`config.mk`:
```
export PLATFORM = sky130hd
export DESIGN_NAME = fifo_wptr_full
export DESIGN_NICKNAME = d
export VERILOG_FILES = /design/src/rtl/fifo_pkg.sv /design/src/rtl/sync_2ff.sv /design/src/rtl/fifo_wptr_full.sv
export SDC_FILE = /design/constraint.sdc
export NUM_CORES = 1
export LEC_CHECK = 0
export ABC_CLOCK_PERIOD_IN_PS = 2200
export CAP_MARGIN = 10
export CORE_MARGIN = 2
export CORE_UTILIZATION = 48
export CTS_BUF_LIST = sky130_fd_sc_hd__clkbuf_4
export DETAILED_ROUTE_END_ITERATION = 8
export PLACE_DENSITY = 0.76
export REMOVE_ABC_BUFFERS = 1
export SLEW_MARGIN = 10
export SYNTH_ARGS = -nofsm -noshare
export SYNTH_HDL_FRONTEND = slang
export SYNTH_SLANG_ARGS = --single-unit
```
`constraint.sdc`:
```
create_clock -name clk -period 2.2 [get_ports clk]
set_input_delay 0.44 -clock clk [delete_from_list [all_inputs] [get_ports clk]]
set_output_delay 0.44 -clock clk [all_outputs]
set_load 0.005 [all_outputs]
```
`src/rtl/fifo_pkg.sv`:
```
// Shared FIFO pointer helpers: default address width and Gray/binary conversions.
package fifo_pkg;

  localparam int unsigned DEFAULT_ADDR_WIDTH = 4;
  localparam int unsigned PTR_FN_W           = 32;

  function automatic logic [PTR_FN_W-1:0] bin2gray(input logic [PTR_FN_W-1:0] b);
    return b ^ (b >> 1);
  endfunction

  // Zero-extended Gray codes convert correctly because the upper zeros contribute nothing.
  function automatic logic [PTR_FN_W-1:0] gray2bin(input logic [PTR_FN_W-1:0] g);
    logic [PTR_FN_W-1:0] b;
    b[PTR_FN_W-1] = g[PTR_FN_W-1];
    for (int i = PTR_FN_W - 2; i >= 0; i--) begin
      b[i] = b[i+1] ^ g[i];
    end
    return b;
  endfunction

endpackage

```
`src/rtl/sync_2ff.sv`:
```
// Two-flop synchroniser for a multi-bit Gray-coded bus crossing into the clk domain.
module sync_2ff #(
  parameter int unsigned WIDTH = 5
) (
  input  logic             clk,
  input  logic             reset,
  input  logic [WIDTH-1:0] d,
  output logic [WIDTH-1:0] q
);

  logic [WIDTH-1:0] rq1_q;
  logic [WIDTH-1:0] rq2_q;

  always_ff @(posedge clk or posedge reset) begin
    if (reset) begin
      rq1_q <= '0;
      rq2_q <= '0;
    end else begin
      rq1_q <= d;
      rq2_q <= rq1_q;
    end
  end

  assign q = rq2_q;

endmodule

```
`src/rtl/fifo_wptr_full.sv`:
```
// Write-side pointer and full-flag logic of an async FIFO.
// Optional level/almost-full outputs are enabled with `define FIFO_WLEVEL_EN.
module fifo_wptr_full
  import fifo_pkg::*;
#(
  parameter int unsigned ADDR_WIDTH   = DEFAULT_ADDR_WIDTH,
  parameter int unsigned AFULL_THRESH = 12
) (
  input  logic                  clk,
  input  logic                  reset,
  input  logic                  wr_en,
  input  logic [ADDR_WIDTH:0]   rptr_gray_async,
  output logic                  wr_accept,
  output logic [ADDR_WIDTH-1:0] wr_addr,
  output logic [ADDR_WIDTH:0]   wptr_gray,
  output logic                  full,
`ifdef FIFO_WLEVEL_EN
  output logic [ADDR_WIDTH:0]   wr_level,
  output logic                  almost_full,
`endif
  output logic                  overflow
);

  localparam int unsigned PW = ADDR_WIDTH + 1;

  if (AFULL_THRESH > (32'd1 << ADDR_WIDTH)) begin : g_thresh_chk
    $error("fifo_wptr_full: AFULL_THRESH exceeds FIFO depth");
  end

  logic [PW-1:0] wbin_q, wbin_d;
  logic [PW-1:0] wgray_q, wgray_d;
  logic          full_q, full_d;
  logic          overflow_q, overflow_d;
  logic [PW-1:0] rq2;
  logic [PW-1:0] full_tgt;

  sync_2ff #(.WIDTH(PW)) u_rptr_sync (
    .clk   (clk),
    .reset (reset),
    .d     (rptr_gray_async),
    .q     (rq2)
  );

  // Full when the next write pointer equals the read pointer with the top two Gray bits inverted.
  assign full_tgt = {~rq2[ADDR_WIDTH -: 2], rq2[ADDR_WIDTH-2:0]};

  always_comb begin
    wr_accept  = wr_en & ~full_q;
    wbin_d     = wbin_q + PW'(wr_accept);
    wgray_d    = PW'(bin2gray(PTR_FN_W'(wbin_d)));
    full_d     = (wgray_d == full_tgt);
    overflow_d = overflow_q | (wr_en & full_q);
  end

  always_ff @(posedge clk or posedge reset) begin
    if (reset) begin
      wbin_q     <= '0;
      wgray_q    <= '0;
      full_q     <= 1'b0;
      overflow_q <= 1'b0;
    end else begin
      wbin_q     <= wbin_d;
      wgray_q    <= wgray_d;
      full_q     <= full_d;
      overflow_q <= overflow_d;
    end
  end

  assign wr_addr   = wbin_q[ADDR_WIDTH-1:0];
  assign wptr_gray = wgray_q;
  assign full      = full_q;
  assign overflow  = overflow_q;

`ifdef FIFO_WLEVEL_EN
  logic [PW-1:0] rbin_sync;
  logic [PW-1:0] wr_level_q, wr_level_d;
  logic          almost_full_q, almost_full_d;

  // Level is measured against the synchronised read pointer, so it never under-reports.
  always_comb begin
    rbin_sync     = PW'(gray2bin(PTR_FN_W'(rq2)));
    wr_level_d    = wbin_d - rbin_sync;
    almost_full_d = (32'(wr_level_d) >= AFULL_THRESH);
  end

  always_ff @(posedge clk or posedge reset) begin
    if (reset) begin
      wr_level_q    <= '0;
      almost_full_q <= 1'b0;
    end else begin
      wr_level_q    <= wr_level_d;
      almost_full_q <= almost_full_d;
    end
  end

  assign wr_level    = wr_level_q;
  assign almost_full = almost_full_q;
`endif

endmodule
```
== Yosys cells after proc, flatten, opt, wreduce, memory -nomap -nowiden ==
Cells that the tools add are included.

* Logic and storage cells: 14
* Input bits: 8
* Flip-flop bits (word level): 22
* Output and inout bits: 12

* Equal/unequal tests: 1
* Add/subtract/negate cells: 1
* Bitwise gates (word level): 6

{| class="wikitable"
|+ Operators with widths
! cell !! count
|-
| $add A5 B1 Y5 || 1
|-
| $eq A5 B5 Y1 || 1
|-
| $xor A5 B4 Y5 || 1
|-
| $and A1 B1 Y1 || 2
|-
| $not A2 Y2 || 1
|-
| $not A1 Y1 || 1
|-
| $or A1 B1 Y1 || 1
|}

== Logic depth before layout (Yosys ltp) ==
* Depth in word-level cells: 5
* Gate-level depth with buffers: 7
* Depth with buffers taken out: 7

== Cells and area by module ==
Synthesis repeated with hierarchy kept, for this count alone.

* Cell total of the unflattened synthesis: 51
* Area, all modules: 772.0 um^2

{| class="wikitable"
|+ By module, submodules not included
! module !! cells an instance !! times used !! area an instance (um^2) !! seq. area each (um^2)
|-
| fifo_wptr_full || 40 || 1 || 518.0 || 275.3
|-
| sync_2ff || 11 || 1 || 254.0 || 250.2
|}

== Worst setup path before layout ==
No wires, ideal clock.

* Kind: input -> register
* From: in wr_en
* To: reg full_q (netlist: full)
* Data required time: 2,099 ps
* Path slack: 233 ps
* Cell stages on the path: 7
* Arrival time: 1,866 ps
* Library setup time: 101 ps
* Buffers on the path: 0
* Path through: nor2b_1 -> ha_1 -> ha_1 -> xor2_1 -> xnor2_1 -> mux2i_1 -> nor4_1

* Longest elaborated chain between the ends: 4

{| class="wikitable"
|+ RTL lines
! element !! line !! text
|-
| from (decl) || fifo_wptr_full.sv:11 || <nowiki>input logic wr_en,</nowiki>
|-
| $and A1 B1 Y1 || fifo_wptr_full.sv:48 || <nowiki>wr_accept = wr_en & ~full_q;</nowiki>
|-
| $add A5 B1 Y5 || fifo_wptr_full.sv:49 || <nowiki>wbin_d = wbin_q + PW'(wr_accept);</nowiki>
|-
| via wbin_d[2] || fifo_wptr_full.sv:30 || <nowiki>logic [PW-1:0] wbin_q, wbin_d;</nowiki>
|-
| $xor A5 B4 Y5 || fifo_pkg.sv:8 || <nowiki>return b ^ (b >> 1);</nowiki>
|-
| $eq A5 B5 Y1 || fifo_wptr_full.sv:51 || <nowiki>full_d = (wgray_d == full_tgt);</nowiki>
|-
| via full_d || fifo_wptr_full.sv:32 || <nowiki>logic full_q, full_d;</nowiki>
|-
| to (signal assigned) || fifo_wptr_full.sv:64 || <nowiki>full_q <= full_d;</nowiki>
|-
| to (decl) || fifo_wptr_full.sv:32 ||
|}

The timed path passes the listed nets, and every way through them passes these cells.

== Final worst setup path ==
* From: in wr_en
* To: out wr_accept

* Longest elaborated chain between the ends: 1

{| class="wikitable"
|+ RTL lines
! element !! line !! text
|-
| $and A1 B1 Y1 || fifo_wptr_full.sv:48 ||
|-
| to (decl) || fifo_wptr_full.sv:13 || <nowiki>output logic wr_accept,</nowiki>
|}

No other way between the ends.

==> results.md <==
- Slowest cell on crit path: clkdlybuf4s50_1
- Most frequent cells in the layout: 21 x dfrtp_1, 19 x clkdlybuf4s50_1, 7 x xnor2_1, 6 x buf_4, 5 x xor2_1
- CP cell instances: clkdlybuf4s50_1 -> nor2b_1 -> clkdlybuf4s50_1
- Setup repair bufs after CTS: 0
- Met1 wire length: 530 um
- WP data arrival: 1.62 ns
- Port Buf Inserts: 19
- Chip width: 44.01 um
- First-pass GRT wire length: 2194 um
- Worst Slack Setup Final: 0.1359 ns
- Num CTS Buffers: 3
- Area Overhead vs Synth: 40.55%
- Outcome: finished clean
- Post-route cell area: 0.001080 mm^2
- CTS root buf: clkbuf_4
- DIE AREA: 0.001936 mm^2
- Remaining DRCs: 0
- Max_cap viols: 0
- DR WL met3: 63 um
- Worst-path clk slew: 0.12 ns
- Crit path max-delay family: buffers and inverters
- Worst setup SP type: input port
- DP Wirelength: 1024 um
- Fill cell count: 113
- Synthesized cell area: 768.2 um^2
- Worst ir drop on vdd: 0.0007018 V
- Seq cells post-synth: 21
- Die height: 44.01 um
- Routability cong.: 0.7004
- Worst Skew: 0.008660 ns
- Power density cells: 1479 mW/mm^2
- Fmax: 484.5 MHz
- Share of cells above drive strength 1: 0.2025
- I/O Pins: 20
- Area after DPL: 0.001023 mm^2
- Post-Syn Instances: 50
- Highest metal used: met3
- Post-synthesis sequential area ratio: 0.6840
- Largest net degree at the start of global routing: 22
- WS Path Type: in -> out
- Commonest non-fill, non-tap cell in the layout: dfrtp_1
- Hold Path Class: reg -> reg
- 1st-iter DRT viols: 1
- Critical Path RT: 1.76 ns
- LEAKAGE: 0.4784 nW
- Finished Core Util: 0.7168
- Final #Nets: 90
- Fin crit period: 2.064 ns
- Most frequent CP cell: clkdlybuf4s50_1
- Distinct cells, synth: 18
- Drt via density: 4.916
- Synth Warn #: 0
- Post-route ant nets: 0
- Syn_area_per_cell: 15.36 um^2
- CP Capture Type: output pin
- Relative slew margins: 0.8226
- GRT Residual Overflow: 0
- Clock Tree Buf Depth: 2
- Vias in the first global route: 471
- Final Hold Vio Count: 0
- Via count: 467
- Starting Density: 0.5100
- Final Slew Violations: 0
- Unrepaired setup endpoints after global routing: no
- Clk Latency, worst-skew pair: 0.30 ns
- Antenna diode count: 0
- Num Clock Sinks: 21
- Metal2 WL: 702 um
- DR WL/cell: 13.64 um
- Routed wire length: 1296 um
- Crit path buf inv count: 2
- Crit-path max cell delay: 0.52 ns
- CORE AREA: 0.001506 mm^2
- Total GRT Usage: 0.1640
- Slew @ Worst Pin: 0.2637 ns
- Crit share post-route: 0.9382
- CP max FO: 2
- Initial antenna violation count: 0
- Place WS: -0.3299 ns
- H-tree depth: 1
- DRT Pass-1 Iters: 2
- CTS tree: yes
- Row count: 14
- Setup-violating endpoint count in the final report: 0
[power by group]
part	switching, mW	internal [mW]	leakage, nW
combinational	0.294	0.494	0.212
sequential	0.107	0.504	0.248
clock	0.115	0.0829	0.0184
total	0.516	1.08	0.478
[state kept, by name (all words and copies together), names as in the netlist]
register / flops
full: 1
overflow: 1
u_rptr_sync.q: 5
u_rptr_sync.rq1_q: 5
wbin_q: 5
wptr_gray: 4
[kinds of logic (layout without fill, tap and decap cells)]
| kind of cell | Yosys count | count (layout) | share of synthesized area |
|---|---|---|---|
| simple gates | 7 | 7 | 0.05376 |
| compound gates | 4 | 4 | 0.04236 |
| xor+xnor | 14 | 14 | 0.1694 |
| mux | 1 | 1 | 0.01303 |
| fa+ha+maj | 2 | 2 | 0.03257 |
| buf+inv | 1 | 30 | 0.004881 |
| flops | 21 | 21 | 0.6840 |
[per-stage QoR]
stage	hold slack (ns)	setup TNS [ns]	std cells	total power, mW
2_1_floorplan	0.3312	0	50	0.9809
3_3_place_gp	0.3344	-0.1847	91	1.337
3_5_place_dp	0.3371	-0.5034	91	1.377
4_1_cts	0.3649	0	95	1.575
5_1_grt	0.3738	0	95	1.705
6_report	0.3506	0	95	1.597
[layout make-up]
type,count,area (um^2),area share
sequential,21,525.5,0.4867
multi-input combinational,28,265.3,0.2457
timing repair buffer,25,235.2,0.2178
clock buffer,4,30.03,0.02781
tap,16,20.02,0.01854
inverter,1,3.754,0.003476
[final timing paths]
check | from | endpoint | slack (ns) | cells after the start
max | wr_en | wr_accept | 0.14 | 3
min | u_rptr_sync.rq1_q[2] | u_rptr_sync.q[2] | 0.35 | 0
max reg2reg | full | full | 0.38 | 7
min reg2reg | u_rptr_sync.rq1_q[2] | u_rptr_sync.q[2] | 0.35 | 0
max in group asynchronous | reset | wbin_q[2] | 1.53 | 3
min in group asynchronous | reset | u_rptr_sync.q[2] | 0.46 | 3
[metal layers]
| metal | GRT usage | vias up |
|---|---|---|
| met5 | 0 | - |
| li1 | - | 221 |
| met3 | 0.02500 | 0 |
| met4 | 0.07273 | 0 |
| met2 | 0.2824 | 18 |
| met1 | 0.2028 | 228 |
[cell usage after synthesis (all sizes together)]
library cell  count  share of area
inv               1         0.0049
nand3             1         0.0065
xnor2             8           0.10
nand4             1         0.0081
a21boi            2          0.024
a21o              1         0.0098
o22ai             1         0.0081
mux2i             1          0.013
xor2              6          0.068
nor2b             1         0.0081
and2              1         0.0081
nor4              1         0.0081
ha                2          0.033
nor2              1         0.0049
and3              1         0.0098
dfrtp            21           0.68
[timing repair]
| item | in CTS | in global routing |
|---|---|---|
| gates resized for setup | 1 | 3 |
| hold endpoints to repair | 0 | 0 |
| pin swaps | 0 | 1 |
| endpoints found under the setup margin | 1 | 1 |
| hold buffers | 0 | 0 |
| gates cloned | 0 | 0 |
Note: power is estimated with default switching activity, not from simulation.
